===== src/rtl/shift_register_piso.sv =====
// Parallel-in, serial-out operand shifter: loads a word over valid/ready and
// streams it LSB-first, one bit per enable, followed by EXT_BITS fill bits.
module shift_register_piso #(
   parameter int WIDTH    = 8,
   parameter int EXT_BITS = 1
) (
   input  logic             clk,
   input  logic             rst,
   input  logic             load_valid,
   output logic             load_ready,
   input  logic [WIDTH-1:0] data,
   input  logic             sign_ext,
   input  logic             enable,
   output logic             serial_out,
   output logic             bit_valid,
   output logic             last,
   output logic             done
);

   localparam int TOTAL = WIDTH + EXT_BITS;
   localparam int CW    = $clog2(TOTAL + 1);
   localparam logic [CW-1:0] LAST_CNT = CW'(TOTAL - 1);

   typedef enum logic [0:0] {IDLE = 1'b0, SHIFT = 1'b1} state_t;

   state_t           state, state_next;
   logic [WIDTH-1:0] shreg;
   logic             fill;
   logic [CW-1:0]    cnt;

   logic accept, advance, finish;

   assign accept  = (state == IDLE) && load_valid;
   assign advance = (state == SHIFT) && enable && (cnt != LAST_CNT);
   assign finish  = (state == SHIFT) && enable && (cnt == LAST_CNT);

   always_ff @(posedge clk) begin
      if (rst) state <= IDLE;
      else     state <= state_next;
   end

   always_comb begin
      state_next = state;
      load_ready = 1'b0;
      bit_valid  = 1'b0;
      serial_out = 1'b0;
      last       = 1'b0;
      case (state)
         IDLE: begin
            load_ready = 1'b1;
            if (load_valid) state_next = SHIFT;
         end
         SHIFT: begin
            bit_valid  = 1'b1;
            serial_out = shreg[0];
            last       = (cnt == LAST_CNT);
            if (finish) state_next = IDLE;
         end
         default: state_next = IDLE;
      endcase
   end

   // Fill bit shifts in from the top so bits WIDTH..TOTAL-1 read as fill.
   always_ff @(posedge clk) begin
      if (rst) begin
         shreg <= '0;
         fill  <= 1'b0;
         cnt   <= '0;
         done  <= 1'b0;
      end else begin
         done <= finish;
         if (accept) begin
            shreg <= data;
            fill  <= sign_ext & data[WIDTH-1];
            cnt   <= '0;
         end else if (advance) begin
            shreg <= {fill, shreg[WIDTH-1:1]};
            cnt   <= cnt + CW'(1);
         end
      end
   end

endmodule


===== config.mk =====
export PLATFORM = sky130hd
export DESIGN_NAME = shift_register_piso
export DESIGN_NICKNAME = d
export VERILOG_FILES = /design/src/rtl/shift_register_piso.sv
export SDC_FILE = /design/constraint.sdc
export NUM_CORES = 1
export LEC_CHECK = 0
export CAP_MARGIN = 20
export CORE_MARGIN = 1.5
export CORE_UTILIZATION = 41
export CTS_CLUSTER_SIZE = 12
export DETAILED_ROUTE_END_ITERATION = 8
export GPL_ROUTABILITY_DRIVEN = 0
export PLACE_DENSITY_LB_ADDON = 0.3
export SYNTH_ARGS = -nofsm -noshare
export SYNTH_HDL_FRONTEND = slang
export SYNTH_SLANG_ARGS = --single-unit
export TNS_END_PERCENT = 5

===== constraint.sdc =====
create_clock -name clk -period 2.1 [get_ports clk]
set_input_delay 0.21 -clock clk [delete_from_list [all_inputs] [get_ports clk]]
set_output_delay 0.21 -clock clk [all_outputs]
set_load 0.02 [all_outputs]

---- After elaboration in Yosys (flattened, before gate mapping) ----
Index checks and enable logic that the tools add are counted.
word-level totals
  register bits after elaboration ......... 15
  output and inout bits ................... 5
  logic and storage cells ................. 25
cells by class
  add/subtract/negate cells ............... 1
  eq/ne operators ......................... 2
  muxes and demuxes ....................... 9
  bitwise operators ....................... 2
  reduce and logical (&&, ||, !) cells .... 6
operators by type and width
  kind                                         count
  2-to-1 mux 8 bit                             2
  2-to-1 mux 1 bit                             6
  adder 4 x 1 -> 4 bit, second input constant  1
  equality test 4 bit, second input constant   1
  logical AND 1 bit                            4
  != test 4 bit, second input constant         1
  case mux 1 bit (2 select lines)              1
  nonzero test 2 bit                           1
  OR reduction 2 bit                           1
  bitwise AND 1 bit                            1
  inverter 1 bit                               1

---- Depth between registers and ports, before layout ----
Gate-level depths: netlist of run 1.
  depth after elaboration ................. 4
  mapped depth ............................ 6

---- Worst setup path after synthesis of run 1 ----
No wires, ideal clock.
  path kind ............................... register to output
  start point ............................. reg cnt[0]
  end point ............................... out last
  arrival time ............................ 1116 ps
  data required time ...................... 1890 ps
  path slack .............................. 774 ps
  stages on the path, launching flop included .. 6
  buffers on the path ..................... 1
  path through ............................ dfxtp_1 -> inv_1 -> ha_1 -> nand3b_1 -> buf_4 -> nor2_1
between the ends
  longest elaborated chain between the ends .. 2
RTL lines
  what                      RTL line  text
  start: declaration        29        logic [CW-1:0] cnt;
  start signal: assignment  78        cnt <= cnt + CW'(1);
  equality test 4 bit       56        last = (cnt == LAST_CNT);
  2-to-1 mux 1 bit          48        case (state)
  end: declaration          16        output logic last,
Every way passes these cells.

---- Worst setup path after layout of run 1 ----
Ends and elaborated chain as after synthesis.

==> flow_summary.ini, run 1 <==
[run_status]
status = complete, no violations

[critical_path]
r2r-start = cnt[0]
arrival_ns = 1.65
path_max_fanout = 4
regToRegSetupSlack_ns = 0.58
slowest_delay_ns = 0.60
crit_required_ns = 1.89
startpoint_type = flip-flop
path_cells = inv_1 > ha_1 > nand3b_1 > nor2_1 > clkdlybuf4s50_1
end_kind = output pin
critical_path_class = reg2out
startpoint = cnt[0]
cp_slowest_cell = clkdlybuf4s50_1

[placed_design]
port_buffers = 17
dp_slack_ns = 0.475
placedCellCount = 124
dp.final_hpwl_mm = 1.00
place_area_um2 = 893

[sta]
max_slew_margin_pct = 57.2
worst_pin_slew_ns = 0.642
fin_ws_ns = 0.236
setup_violations = 0
whs_ns = 0.468
post-route-period-util_pct = 88.8
final.setup.tns_ns = 0
fmax_mhz = 537
slew_violations = 0
timing.final.crit_period_ns = 1.86
hold_viol = 0
clock_skew_ns = 0.00113
rsz0062_at_grt = no

[floorplan]
die-area_mm2 = 0.00207
num_rows = 15
core_mm2 = 0.00171
start_util_pct = 43.4
ios = 18
die_w_um = 45.5
chipHeight_um = 45.5

[cts]
clock_path_buffers = 2
cts_sinks = 15
cts_tree = yes
h-tree-depth = 1
clkSlewWorstSetupHoldPaths_ns = 0.10
cts_resized = 0
clkLatencyLatePin_ns = 0.28
cts-buffers-inserted = 3
clockRootBuffer = clkbuf_4
cts_setup_buffers = 0
cts_hold_buf = 0

[routing]
drc_errors = 0
drt_iter0_drc = 23
final_antenna_net_count = 0
firstDrtPassIters = 4
num_vias = 669
wl_mm = 1.53
post_drt_wl_per_cell_um = 12.0
vias_per_cell = 5.23

[hold_path]
hold_path_class = reg2reg
min-delay-start = fill

[layout]
fin_cells = 128
final_common_cell = clkdlybuf4s50_1
layout_common_cells = clkdlybuf4s50_1 (17), dfxtp_1 (15), nand3_1 (12)
drive_gt1_share_pct = 6.80
area_growth_pct = 24.1
diodes = 0
fin_area_um2 = 921
nets = 119

[global_route]
grt_util_all_layers_pct = 16.1
gr-total-overflow = 0
grt_pass1_wl_mm = 2.39
grt_max_degree = 19
antenna_found_initial = 0
first_global_vias = 530

[synthesis]
ys_types = 26
syn_nets = 103
synthMuxAreaShare_pct = 1.52
syn_inst = 88
yosysWarnings = 0
synth-seq-cells = 15
synth_compound_area_share_pct = 19.7
synthSimpleGateAreaFrac_pct = 25.6
syn-cell-area_um2 = 742
synth_xor_area_share_pct = 0
ys_seq_area_share_pct = 40.5
synth_top_family_by_area = simple AND/OR/NAND/NOR gates
synthAdderAreaFrac_pct = 3.37
syn_area_per_cell_um2 = 8.43

[power]
irDropWorstVdd_mv = 0.236
leakage_nw = 0.315
power_per_cell_area_mw_per_mm2 = 609

[job]
drv_cap = 0
report_power, final:
group          switching (mW)  internal [mW]  leakage (nW)  total (mW)
Combinational          0.0404         0.0428         0.174      0.0832
Sequential            0.00925          0.300         0.123       0.309
Clock                  0.0980         0.0707        0.0177       0.169
state kept, by name, summed over array words and instances, names as in the netlist:
| signal | count |
|---|---|
| state | 1 |
| cnt | 4 |
| fill | 1 |
| done | 1 |
| shreg | 8 |
worst max-delay path, delay by kind of cell, from the launching register on:
kind | cells | cell delay (ns)
adder cells (fa/ha/maj) | 1 | 0.16
buffers and inverters | 2 | 0.68
flip-flops | 1 | 0.35
AND/OR/NAND/NOR | 2 | 0.18
cells by family (layout without fill, tap and decap cells):
logic type | after synthesis | in the layout
adder cells (fa/ha/maj) | 2 | 2
multiplexers | 1 | 1
flip-flops | 15 | 15
buffers and inverters | 10 | 25
AO/OA/AOI/OAI | 23 | 23
AND/OR/NAND/NOR | 37 | 37
per-stage QoR:
step	power [mW]	util (%)
final	0.561	53.9
after global routing	0.587	53.9
after CTS	0.565	53.9
after detailed placement	0.399	52.3
after global placement	0.397	52.3
after floorplan	0.367	-
final timing paths:
path,to,cells after the start
worst max-delay path,last,5
worst min-delay path,fill,2
worst max register to register,cnt[2],5
worst min register to register,fill,2
layout make-up:
class | count | area (um^2)
timing repair buffer | 18 | 178
sequential | 15 | 300
multi-input combinational | 63 | 373
tap | 25 | 31.3
clock buffer | 3 | 22.5
clock inverter | 1 | 5.00
inverter | 3 | 11.3
fill | 165 | 787
cells in the mapped netlist, drive strengths merged:
| master | instances | area (um^2) |
|---|---|---|
| a21oi | 4 | 20.0 |
| a311oi | 8 | 70.1 |
| and2 | 2 | 12.5 |
| and2b | 1 | 7.51 |
| and3b | 1 | 8.76 |
| buf | 4 | 45.0 |
| clkbuf | 3 | 12.5 |
| dfxtp | 15 | 300 |
| ha | 2 | 25.0 |
| inv | 3 | 11.3 |
| mux2 | 1 | 11.3 |
| nand2 | 3 | 11.3 |
| nand2b | 2 | 12.5 |
| nand3 | 12 | 60.1 |
| nand3b | 1 | 7.51 |
| nand4 | 1 | 6.26 |
| nor2 | 10 | 40.0 |
| nor3 | 2 | 10.0 |
| nor3b | 1 | 7.51 |
| o21ai | 10 | 50.1 |
| o22ai | 1 | 6.26 |
| or3 | 1 | 6.26 |
metal layers:
layer	GRT usage, %	up-vias	wire length (um)
met4	8.82	0	14
met5	0	-	0
li1	-	349	-
met1	22.3	303	796
met2	22.8	15	657
met3	3.57	2	65
(Power assumes the default switching activity.)
==> run 2, diff against run 1 <==
SKIP_LAST_GASP = 1   (was not set)
==> results of run 2 <==
Same layout as run 1: the final DEF is identical, and so are final timing and power.
